<file path="config.mk">
export PLATFORM = sky130hd
export DESIGN_NAME = bcd_updown_counter
export DESIGN_NICKNAME = d
export VERILOG_FILES = /design/src/rtl/bcd_pkg.sv /design/src/rtl/bcd_digit.sv /design/src/rtl/bcd_updown_counter.sv
export SDC_FILE = /design/constraint.sdc
export NUM_CORES = 1
export LEC_CHECK = 0
export CORE_ASPECT_RATIO = 1.2
export CORE_MARGIN = 2
export CORE_UTILIZATION = 43
export CTS_CLUSTER_SIZE = 20
export DETAILED_ROUTE_END_ITERATION = 10
export PLACE_DENSITY = 0.75
export SETUP_SLACK_MARGIN = 0.15
export SLEW_MARGIN = 0
export SYNTH_ARGS = -nofsm -noshare
export SYNTH_HDL_FRONTEND = slang
export SYNTH_SLANG_ARGS = --single-unit
</file>
<file path="constraint.sdc">
create_clock -name CLK -period 1.6 [get_ports CLK]
set_clock_uncertainty 0.2 [all_clocks]
set_input_delay 0.32 -clock CLK [delete_from_list [all_inputs] [get_ports CLK]]
set_output_delay 0.32 -clock CLK [all_outputs]
set_load 0.02 [all_outputs]
</file>
<file path="src/rtl/bcd_pkg.sv">
// Shared constants and helpers for the multi-digit BCD counter family.
package bcd_pkg;

  localparam int             BCD_DIGIT_W   = 4;
  localparam logic [3:0]     BCD_MAX_DIGIT = 4'd9;
  localparam int             BCD_MAX_DIGITS = 8;

  // Decimal integer to packed BCD, digit 0 in bits [3:0]; callers slice to their width.
  function automatic logic [BCD_MAX_DIGITS*BCD_DIGIT_W-1:0] to_bcd(input int unsigned val);
    logic [BCD_MAX_DIGITS*BCD_DIGIT_W-1:0] r;
    int unsigned v;
    r = '0;
    v = val;
    for (int i = 0; i < BCD_MAX_DIGITS; i++) begin
      r[i*BCD_DIGIT_W +: BCD_DIGIT_W] = 4'(v % 10);
      v = v / 10;
    end
    return r;
  endfunction

endpackage

</file>
<file path="src/rtl/bcd_digit.sv">
// One BCD decade: steps up or down when enabled and the lower decades carry/borrow in.
module bcd_digit
  import bcd_pkg::*;
(
  input  logic                   en,
  input  logic                   up,
  input  logic                   cin,
  input  logic [BCD_DIGIT_W-1:0] digit,
  output logic [BCD_DIGIT_W-1:0] nxt,
  output logic                   cout
);

  always_comb begin
    nxt  = digit;
    cout = 1'b0;
    if (en && cin) begin
      if (up) begin
        if (digit == BCD_MAX_DIGIT) begin
          nxt  = '0;
          cout = 1'b1;
        end else begin
          nxt = digit + 1'b1;
        end
      end else begin
        if (digit == '0) begin
          nxt  = BCD_MAX_DIGIT;
          cout = 1'b1;
        end else begin
          nxt = digit - 1'b1;
        end
      end
    end
  end

endmodule

</file>
<file path="src/rtl/bcd_updown_counter.sv">
// Parametrised up/down BCD counter with load, terminal wrap and registered TC pulse.
// Define BCD_COUNTER_SAT_EN to saturate at the ends instead of wrapping.
module bcd_updown_counter
  import bcd_pkg::*;
#(
  parameter int DIGITS    = 2,
  parameter int MAX_COUNT = 99
) (
  input  logic                          CLK,
  input  logic                          RST,
  input  logic                          EN,
  input  logic                          UP,
  input  logic                          LOAD,
  input  logic [BCD_DIGIT_W*DIGITS-1:0] LOAD_VAL,
  output logic [BCD_DIGIT_W*DIGITS-1:0] BCD,
  output logic                          TC
);

  localparam int W = BCD_DIGIT_W * DIGITS;
  localparam logic [BCD_MAX_DIGITS*BCD_DIGIT_W-1:0] MAX_FULL = to_bcd(MAX_COUNT);
  localparam logic [W-1:0] MAX_BCD = MAX_FULL[W-1:0];

  logic [W-1:0] step_val;
  logic [W-1:0] san_val;
  logic [W-1:0] load_bcd;
  logic         at_max;
  logic         top_cout;
  logic         wrap_hit;

  for (genvar i = 0; i < DIGITS; i++) begin : g_dig
    logic cin;
    logic cout;
    if (i == 0) begin : g_lsd
      assign cin = 1'b1;
    end else begin : g_chain
      assign cin = g_dig[i-1].cout;
    end

    bcd_digit u_digit (
      .en    (EN),
      .up    (UP),
      .cin   (cin),
      .digit (BCD[i*BCD_DIGIT_W +: BCD_DIGIT_W]),
      .nxt   (step_val[i*BCD_DIGIT_W +: BCD_DIGIT_W]),
      .cout  (cout)
    );

    assign san_val[i*BCD_DIGIT_W +: BCD_DIGIT_W] =
      (LOAD_VAL[i*BCD_DIGIT_W +: BCD_DIGIT_W] > BCD_MAX_DIGIT) ?
        '0 : LOAD_VAL[i*BCD_DIGIT_W +: BCD_DIGIT_W];
  end

  // With every nibble <= 9, plain unsigned compare orders BCD values correctly.
  assign load_bcd = (san_val > MAX_BCD) ? MAX_BCD : san_val;
  assign at_max   = (BCD == MAX_BCD);
  // A borrow out of the top decade only happens when counting down from all-zero.
  assign top_cout = g_dig[DIGITS-1].cout;
  assign wrap_hit = UP ? at_max : top_cout;

`ifdef BCD_COUNTER_SAT_EN
  logic sat_seen;

  always_ff @(posedge CLK) begin
    if (RST) begin
      BCD      <= '0;
      TC       <= 1'b0;
      sat_seen <= 1'b0;
    end else if (LOAD) begin
      BCD      <= load_bcd;
      TC       <= 1'b0;
      sat_seen <= 1'b0;
    end else if (EN) begin
      if (wrap_hit) begin
        // Hold at the end; only the first blocked step is reported.
        TC       <= ~sat_seen;
        sat_seen <= 1'b1;
      end else begin
        BCD      <= step_val;
        TC       <= 1'b0;
        sat_seen <= 1'b0;
      end
    end else begin
      TC <= 1'b0;
    end
  end
`else
  always_ff @(posedge CLK) begin
    if (RST) begin
      BCD <= '0;
      TC  <= 1'b0;
    end else if (LOAD) begin
      BCD <= load_bcd;
      TC  <= 1'b0;
    end else if (EN) begin
      if (wrap_hit) begin
        BCD <= UP ? '0 : MAX_BCD;
        TC  <= 1'b1;
      end else begin
        BCD <= step_val;
        TC  <= 1'b0;
      end
    end else begin
      TC <= 1'b0;
    end
  end
`endif

endmodule

</file>
# == After elaboration in Yosys (flattened, before gate mapping) ==
# Index checks and enable logic that the tools add are counted.
# Widths: inputs -> output; s select.
# word_totals
out_inout_bits,9
elab_cells,43
register_bits,9
input_bits,13
# op_classes
reduce_logical,7
bitwise,1
eq_ne,3
add_sub_neg,4
muxes,22
n_lt_le_gt_ge,3
# op_table
op,count
$mux 8,5
$mux 4,9
$add 4x1->4 const B,2
$eq 4x4->1 const B,2
$eq 8x8->1 const B,1
$gt 4x4->1 const B,2
$gt 8x8->1 const B,1
$logic_not 4->1,2
$mux 1,8
$sub 4x1->4 const B,2
$reduce_bool 3->1,1
$reduce_or 3->1,1
$reduce_and 2->1,1
$reduce_bool 2->1,1
$logic_and 1x1->1,1
$not 1->1,1

# == Depth between registers and ports, before layout ==
# Gate-level depths: netlist (run 1).
# logic_depth
ltp_word,10
depth_mapped,6
ltp_nobuf,6

# == Hierarchy ==
# Synthesis (run 1) repeated with hierarchy kept, for this count alone.
# unflattened
cells_unflattened,128
hier_area_um2,982.2
# modules_own_cells
module,cells_per_inst,area_each_um2,seq_area_each_um2,instances
bcd_updown_counter,68,579.3,180.2,1
bcd_digit,30,201.4,0.0,2

# == Worst setup path after synthesis (run 1) ==
# OpenSTA, ideal clock, no wires.
# synth_timing
path_type,reg-to-reg
from,reg BCD[4]
to,reg BCD[7]
path_slack_ns,-0.314
setup_ns,0.127
arrival_time_ns,1.587
path_stages_with_launch,7
path_buffers,0
required_time_ns,1.273
period_less_slack_ns,1.914
path_cell_list,dfxtp_1 inv_1 ha_1 o21bai_1 a21boi_0 nor4bb_1 or3_1
# synth_between
elab_chain_len,7
word_cells_on_any_way,17
cone_classes,add/sub: 2; eq/ne: 2; mux: 10; reduce/logical: 3
# synth_lines
element,line_no,source
from (decl),bcd_updown_counter.sv:15,"output logic [BCD_DIGIT_W*DIGITS-1:0] BCD,"
from (signal assigned),bcd_updown_counter.sv:92,BCD <= load_bcd;
from (signal assigned),bcd_updown_counter.sv:96,BCD <= UP ? '0 : MAX_BCD;
from (signal assigned),bcd_updown_counter.sv:99,BCD <= step_val;
"$sub 4x1->4, or another cell as far along",bcd_digit.sv:29,nxt = digit - 1'b1;
"$mux 4, or another cell as far along",bcd_digit.sv:25,if (digit == '0) begin
$mux 4 / $mux 1 (equally long branches),"bcd_digit.sv:17, bcd_digit.sv:16",
$mux 4 / $mux 1 (equally long branches),"bcd_digit.sv:16, bcd_updown_counter.sv:58",
$mux 8,bcd_updown_counter.sv:95,if (wrap_hit) begin
$mux 8,bcd_updown_counter.sv:94,end else if (EN) begin
$mux 8,bcd_updown_counter.sv:91,end else if (LOAD) begin
# Several ways; a longest one is shown, not always the timed one. The select of a mux whose other input is x is not followed.
# A chain may end at the register's enable or synchronous reset.

# == Worst setup path in the final report (run 1) ==
# layout_timing
from,reg BCD[1]
to,reg BCD[7]
# layout_between
elab_chain_len,10
word_cells_on_any_way,15
cone_classes,eq/ne: 2; mux: 9; reduce/logical: 4
# layout_lines
element,line_no,source
$eq 4x4->1 / $logic_not 4->1 (equally long branches),"bcd_digit.sv:18, bcd_digit.sv:25",
$mux 1 (on tied branches),"bcd_digit.sv:18, bcd_digit.sv:25",
$mux 1,bcd_digit.sv:17,if (up) begin
$mux 1,bcd_digit.sv:16,if (en && cin) begin
$logic_and 1x1->1,bcd_digit.sv:16,
$mux 1,bcd_digit.sv:16,
$mux 1,bcd_updown_counter.sv:58,assign wrap_hit = UP ? at_max : top_cout;
$mux 8,bcd_updown_counter.sv:95,
$mux 8,bcd_updown_counter.sv:94,
$mux 8,bcd_updown_counter.sv:91,
# Several ways; a longest one is shown, not always the timed one. The select of a mux whose other input is x is not followed.

==> flow_summary_export.csv, run 1 <==
group,metric,value,unit
flow_run,drv_cap,0,
min_path,hp-class,"reg2reg",
route,dr_total_vias,1060,
die,die_y,52.2,um
sta,fin_crit_sh,106,%
setup_path,critPathKind,"reg2reg",
sta,hold_viol,0,
cts,cts_tree,"yes",
setup_path,worstPathMaxFanout,4,
die,die_area,2300,um^2
cells_and_area,antenna_cells,0,
status,status,"finished with violations",
power,vdd_drop_max,0.729,mV
cells_and_area,fin_cells,177,
die,pin_count,22,
sta,layout_setup_ws,-100,ps
placement,place_ws,-555,ps
cells_and_area,syn2layout_area_growth,73.8,%
placement,portBuffers,21,
route,dr.pass1.iters,4,
die,die_w,44.2,um
setup_path,start_kind,"register",
setup_path,critPathCaptureType,"register",
route,wirelength,2800,um
cts,clock_latency,270,ps
die,initial_core_util,45.5,%
cts,clock_path_buffers,2,
synthesis,seq_area_frac_synth,21.7,%
global_route,grt_overflow,0,
route,drtAntennaViolNets,0,
setup_path,worstPathArrival,1650,ps
sta,whs,405,ps
cells_and_area,finish.utilization,79.1,%
synthesis,ys_warn_count,0,
cells_and_area,drive_gt1_share,50.0,%
sta,setup_viol,5,
synthesis,syn_inst,108,
setup_path,slowest_delay,410,ps
cts,cts_hold_buf,0,
route,avgViaCountPerCell,5.99,
cells_and_area,nets,175,
synthesis,synth_cell_types,48,
cts,root_buffer,"clkbuf_4",
global_route,grt_start_max_net_pins,11,
route,drt_iter0_markers,16,
cts,clock_sinks,9,
synthesis,synth-main-ff-cell,"dfxtp_1",
sta,tightest_slew,305,ps
cells_and_area,fillCellCount,123,
synthesis,synth-seq-cells,9,
synthesis,syn_nets,124,
placement,placed_cells,165,
setup_path,cpMaxStageDelayCell,"or3b_4",
cts,htree_levels,1,
sta,fmax,588,MHz
global_route,track_usage,26.3,%
synthesis,postSynth.asyncResetShare,0,%
placement,placed_area,1240,um^2
setup_path,worst-path-buf-inv,0,
global_route,grt_pass1_vias,1010,
synthesis,synth-edff-count,0,
cts,numCtsBuffers,3,
setup_path,cp_top_family,"simple AND/OR/NAND/NOR gates",
sta,relSlewSlack,79.6,%
sta,rsz0062_at_grt,"yes",
cells_and_area,design_area,1450,um^2
synthesis,synthesis.area,832,um^2
cts,clk_pin_slew,70,ps
synthesis,syn_area_per_cell,7.70,um^2
placement,routabilityCongestion,0.883,
route,routedWlPerCell,15.8,um
setup_path,required,1550,ps
placement,hpwl,1880,um
route,drc_errors,0,
die,num_rows,17,
setup_path,crit_path_cell_trace,"or3b_4, a21oi_4, o22ai_1, or3_1",
global_route,grt_antenna_before_repair,0,
sta,min_period,1700,ps
sta,maxSlewViolCount,0,
die,core,1830,um^2
power,powerDensity,556,nW/um^2
global_route,grt_first_pass_wirelength,4440,um
status,violations,"setup timing",
power,leakage,0.607,nW
[tightest hold or removal path, cell delays in order, from the launching register on]
cell,delay [ps]
dfxtp_4,370
nor2_2,120
o41ai_2,80
[flip-flops by register name, summed over array words and instances, names as in the netlist]
register,count
BCD,8
TC,1
[cell type report]
class / count / area [um^2] / share of cell area [%]
multi-input cells: 86 / 691 / 47.8
clock buffers: 4 / 26.3 / 1.82
flip-flops and latches: 9 / 203 / 14.0
well taps: 19 / 23.8 / 1.64
repair buffers: 55 / 483 / 33.4
inverters: 4 / 20.0 / 1.38
[worst paths after layout]
kind	end	from	cells past startpoint	slack, ps
worst max-delay path	BCD[7]$_SDFFE_PP0P_	BCD[1]$_SDFFE_PP0P_	4	-100
worst min register to register	BCD[5]$_SDFFE_PP0P_	BCD[5]$_SDFFE_PP0P_	2	410
worst max register to register	BCD[7]$_SDFFE_PP0P_	BCD[1]$_SDFFE_PP0P_	4	-100
worst min-delay path	BCD[5]$_SDFFE_PP0P_	BCD[5]$_SDFFE_PP0P_	2	410
[synth_stat cells (all sizes together), types with 2 or more instances]
cell / number / area, um^2
nor2: 11 / 41.3
dfxtp: 9 / 180
nand2: 8 / 30.0
o21ai: 7 / 35.0
a21oi: 6 / 41.3
buf: 6 / 47.5
inv: 4 / 15.0
clkbuf: 3 / 11.3
ha: 3 / 37.5
nand2b: 3 / 18.8
nand3: 3 / 15.0
or3: 3 / 23.8
a211oi: 2 / 15.0
a22oi: 2 / 15.0
a31oi: 2 / 12.5
nand3b: 2 / 15.0
nand4: 2 / 12.5
nor2b: 2 / 12.5
o211ai: 2 / 15.0
o21bai: 2 / 15.0
o22ai: 2 / 12.5
o31ai: 2 / 15.0
[kinds of logic after synthesis]
logic type	count (synthesis)	synth area share (%)
mux	1	1.35
xor+xnor	2	2.11
fa+ha+maj	3	4.51
buf+inv	13	8.87
simple gates	43	29.0
flops	9	21.7
compound gates	37	32.5
[power by group]
group,leakage (nW),switching (mW),internal (mW)
combinational,0.514,0.167,0.192
clock,0.0150,0.0894,0.0966
sequential,0.0780,0.0232,0.236
[per-layer routing]
layer	part of all wire, %	wire (um)	vias up	track usage, %
met5	0	0	-	0
met4	1.4	40	0	6.57
met3	3.4	95	8	6.21
met2	57	1610	30	49.8
met1	38	1060	522	28.5
li1	-	-	500	-
[stage by stage]
stage,TNS (ps),power [mW]
2_1_floorplan,-341,0.433
3_3_place_gp,-3580,0.560
3_5_place_dp,-3780,0.567
4_1_cts,-258,0.781
5_1_grt,-440,0.850
6_report,-239,0.804
[placed cells by master (no fill, tap or decap), types with 3 or more instances in the layout]
master	Yosys	layout
nand2_1	8	7
buf_2	2	4
buf_4	2	24
dfxtp_1	9	3
clkbuf_4	0	3
nor2_1	11	9
dfxtp_4	0	6
nand2b_1	3	3
buf_6	2	10
clkdlybuf4s50_1	0	10
o21ai_0	7	5
a21oi_1	5	4
[what timing repair did]
item	CTS	global route
resized for setup	50	25
pin swaps	12	17
setup endpoints to repair	17	15
buffers inserted	7	1
Power figures use the tool's default switching activity.
==> inputs of run 2 (changes only) <==
- CORE_ASPECT_RATIO: 1.2 -> default
==> flow_summary_export.csv, run 2 (synthesis gave the netlist of run 1 again) <==
group,metric,value,unit
setup_path,required,1570,ps
route,wirelength,3160,um
global_route,grt_start_max_net_pins,11,
setup_path,startpoint,"BCD[0]$_SDFFE_PP0P_",
setup_path,critPathCaptureType,"register",
cts,cts_tree,"yes",
sta,fin_crit_sh,109,%
sta,relSlewSlack,77.1,%
setup_path,worstPathMaxFanout,5,
power,leakage,0.649,nW
route,dr.pass1.iters,4,
power,powerDensity,565,nW/um^2
cells_and_area,drive_gt1_share,51.8,%
cells_and_area,syn2layout_area_growth,80.0,%
die,die_area,2300,um^2
power,seqPwrFrac,30.4,%
global_route,grt_overflow,0,
placement,hpwl,1770,um
cells_and_area,nets,181,
route,drtAntennaViolNets,0,
route,avgViaCountPerCell,5.87,
power,power.share.clock,23.2,%
die,initial_core_util,47.2,%
cells_and_area,largest_register_ffs,8,
min_path,hp-class,"reg2reg",
sta,maxSlewViolCount,0,
sta,fmax,574,MHz
min_path,worstHoldStart,"BCD[2]$_SDFFE_PP0P_",
global_route,track_usage,30.3,%
route,drc_errors,0,
cts,numCtsBuffers,3,
die,core,1760,um^2
flow_run,drv_cap,0,
cts,clock_latency,280,ps
sta,hold_viol,0,
power,vdd_drop_max,0.458,mV
die,die_y,48.0,um
cells_and_area,fin_cells,189,
route,routedWlPerCell,16.7,um
die,num_rows,15,
cells_and_area,finish.utilization,84.9,%
route,dr_total_vias,1109,
cells_and_area,top_register,"BCD",
sta,tightest_slew,342,ps
power,power.switching,0.301,mW
cells_and_area,top_regs,"BCD (8), TC (1)",
cells_and_area,antenna_cells,0,
setup_path,worstPathArrival,1710,ps
setup_path,crit_end,"BCD[5]$_SDFFE_PP0P_",
placement,placed_cells,173,
route,drt_iter0_markers,54,
global_route,grt_first_pass_wirelength,4760,um
cts,clk_pin_slew,70,ps
cts,clock_sinks,9,
sta,rsz0062_at_grt,"yes",
power,sw_frac_of_total,35.6,%
power,finalPower,0.846,mW
sta,final.setup.tns,-516,ps
setup_path,start_kind,"register",
sta,setup_viol,6,
cts,clock_path_buffers,2,
cells_and_area,layout_commonest_cell,"buf_4",
global_route,grt_pass1_vias,1014,
setup_path,ff2ff_setup_slack,-140,ps
cts,cts_hold_buf,0,
setup_path,ff2ff_path_depth,6,
cts,root_buffer,"clkbuf_4",
placement,routabilityCongestion,0.818,
power,combPwrFrac,46.4,%
setup_path,r2r-end,"BCD[5]$_SDFFE_PP0P_",
placement,place_ws,-523,ps
die,die_w,48.0,um
placement,portBuffers,21,
status,violations,"setup timing",
status,status,"finished with violations",
sta,layout_setup_ws,-143,ps
setup_path,critPathKind,"reg2reg",
cells_and_area,layout_common_cells,"buf_4, buf_6, nor2_1, clkdlybuf4s50_1, nand2_1",
setup_path,r2r_start,"BCD[0]$_SDFFE_PP0P_",
sta,min_period,1740,ps
global_route,grt_antenna_before_repair,0,
power,internal_power,0.545,mW
die,pin_count,22,
cts,htree_levels,1,
[run 2: metrics by stage]
stage	cell area, um^2	hold WS (ps)
after floorplan	873	268
after global placement	1250	385
after detailed placement	1250	387
after CTS	1420	388
after global routing	1500	415
final	1500	402
[run 2: worst max-delay path: stages, from the launching register on]
cell,delay [ps]
dfxtp_4,360
or3_4,390
a21oi_4,210
buf_6,140
buf_6,90
o311a_1,180
o41ai_2,60
[run 2: worst min-delay path by stage]
stage / end / slack [ps] / depth (start not counted)
after floorplan: BCD[5]$_SDFFE_PP0P_ / 270 / 2
after global placement: TC$_SDFF_PP0_ / 390 / 2
after detailed placement: TC$_SDFF_PP0_ / 390 / 2
after CTS: BCD[5]$_SDFFE_PP0P_ / 390 / 5
after global routing: TC$_SDFF_PP0_ / 420 / 2
final: TC$_SDFF_PP0_ / 400 / 2
[run 2: layout make-up]
type                    instances  area (um^2)
repair buffers                 61          526
multi-input cells              86          694
flip-flops and latches          9          200
well taps                      25         31.3
fillers                       102          267
clock buffers                   4         26.3
inverters                       4         20.0
[run 2: power groups by stage]
| stage | sequential [mW] | combinational (mW) | clock [mW] |
|---|---|---|---|
| floorplan | 0.276 | 0.157 | 0 |
| global placement | 0.263 | 0.296 | 0 |
| detailed placement | 0.264 | 0.302 | 0 |
| CTS | 0.256 | 0.344 | 0.190 |
| global route | 0.260 | 0.417 | 0.205 |
| finish | 0.258 | 0.393 | 0.196 |
[run 2: routing by layer]
metal / part of all wire (%) / track usage [%] / up-vias
li1: - / - / 517
met3: 7.3 / 5.28 / 11
met5: 0 / 0 / -
met4: 2.6 / 14.1 / 0
met1: 43 / 41.5 / 526
met2: 47 / 45.9 / 55
[run 2: repair_timing]
item | CTS | global route
setup endpoints to repair | 17 | 14
buffers inserted | 10 | 2
resized for setup | 61 | 19
pin swaps | 12 | 14
endpoints found under the hold margin | 0 | 0
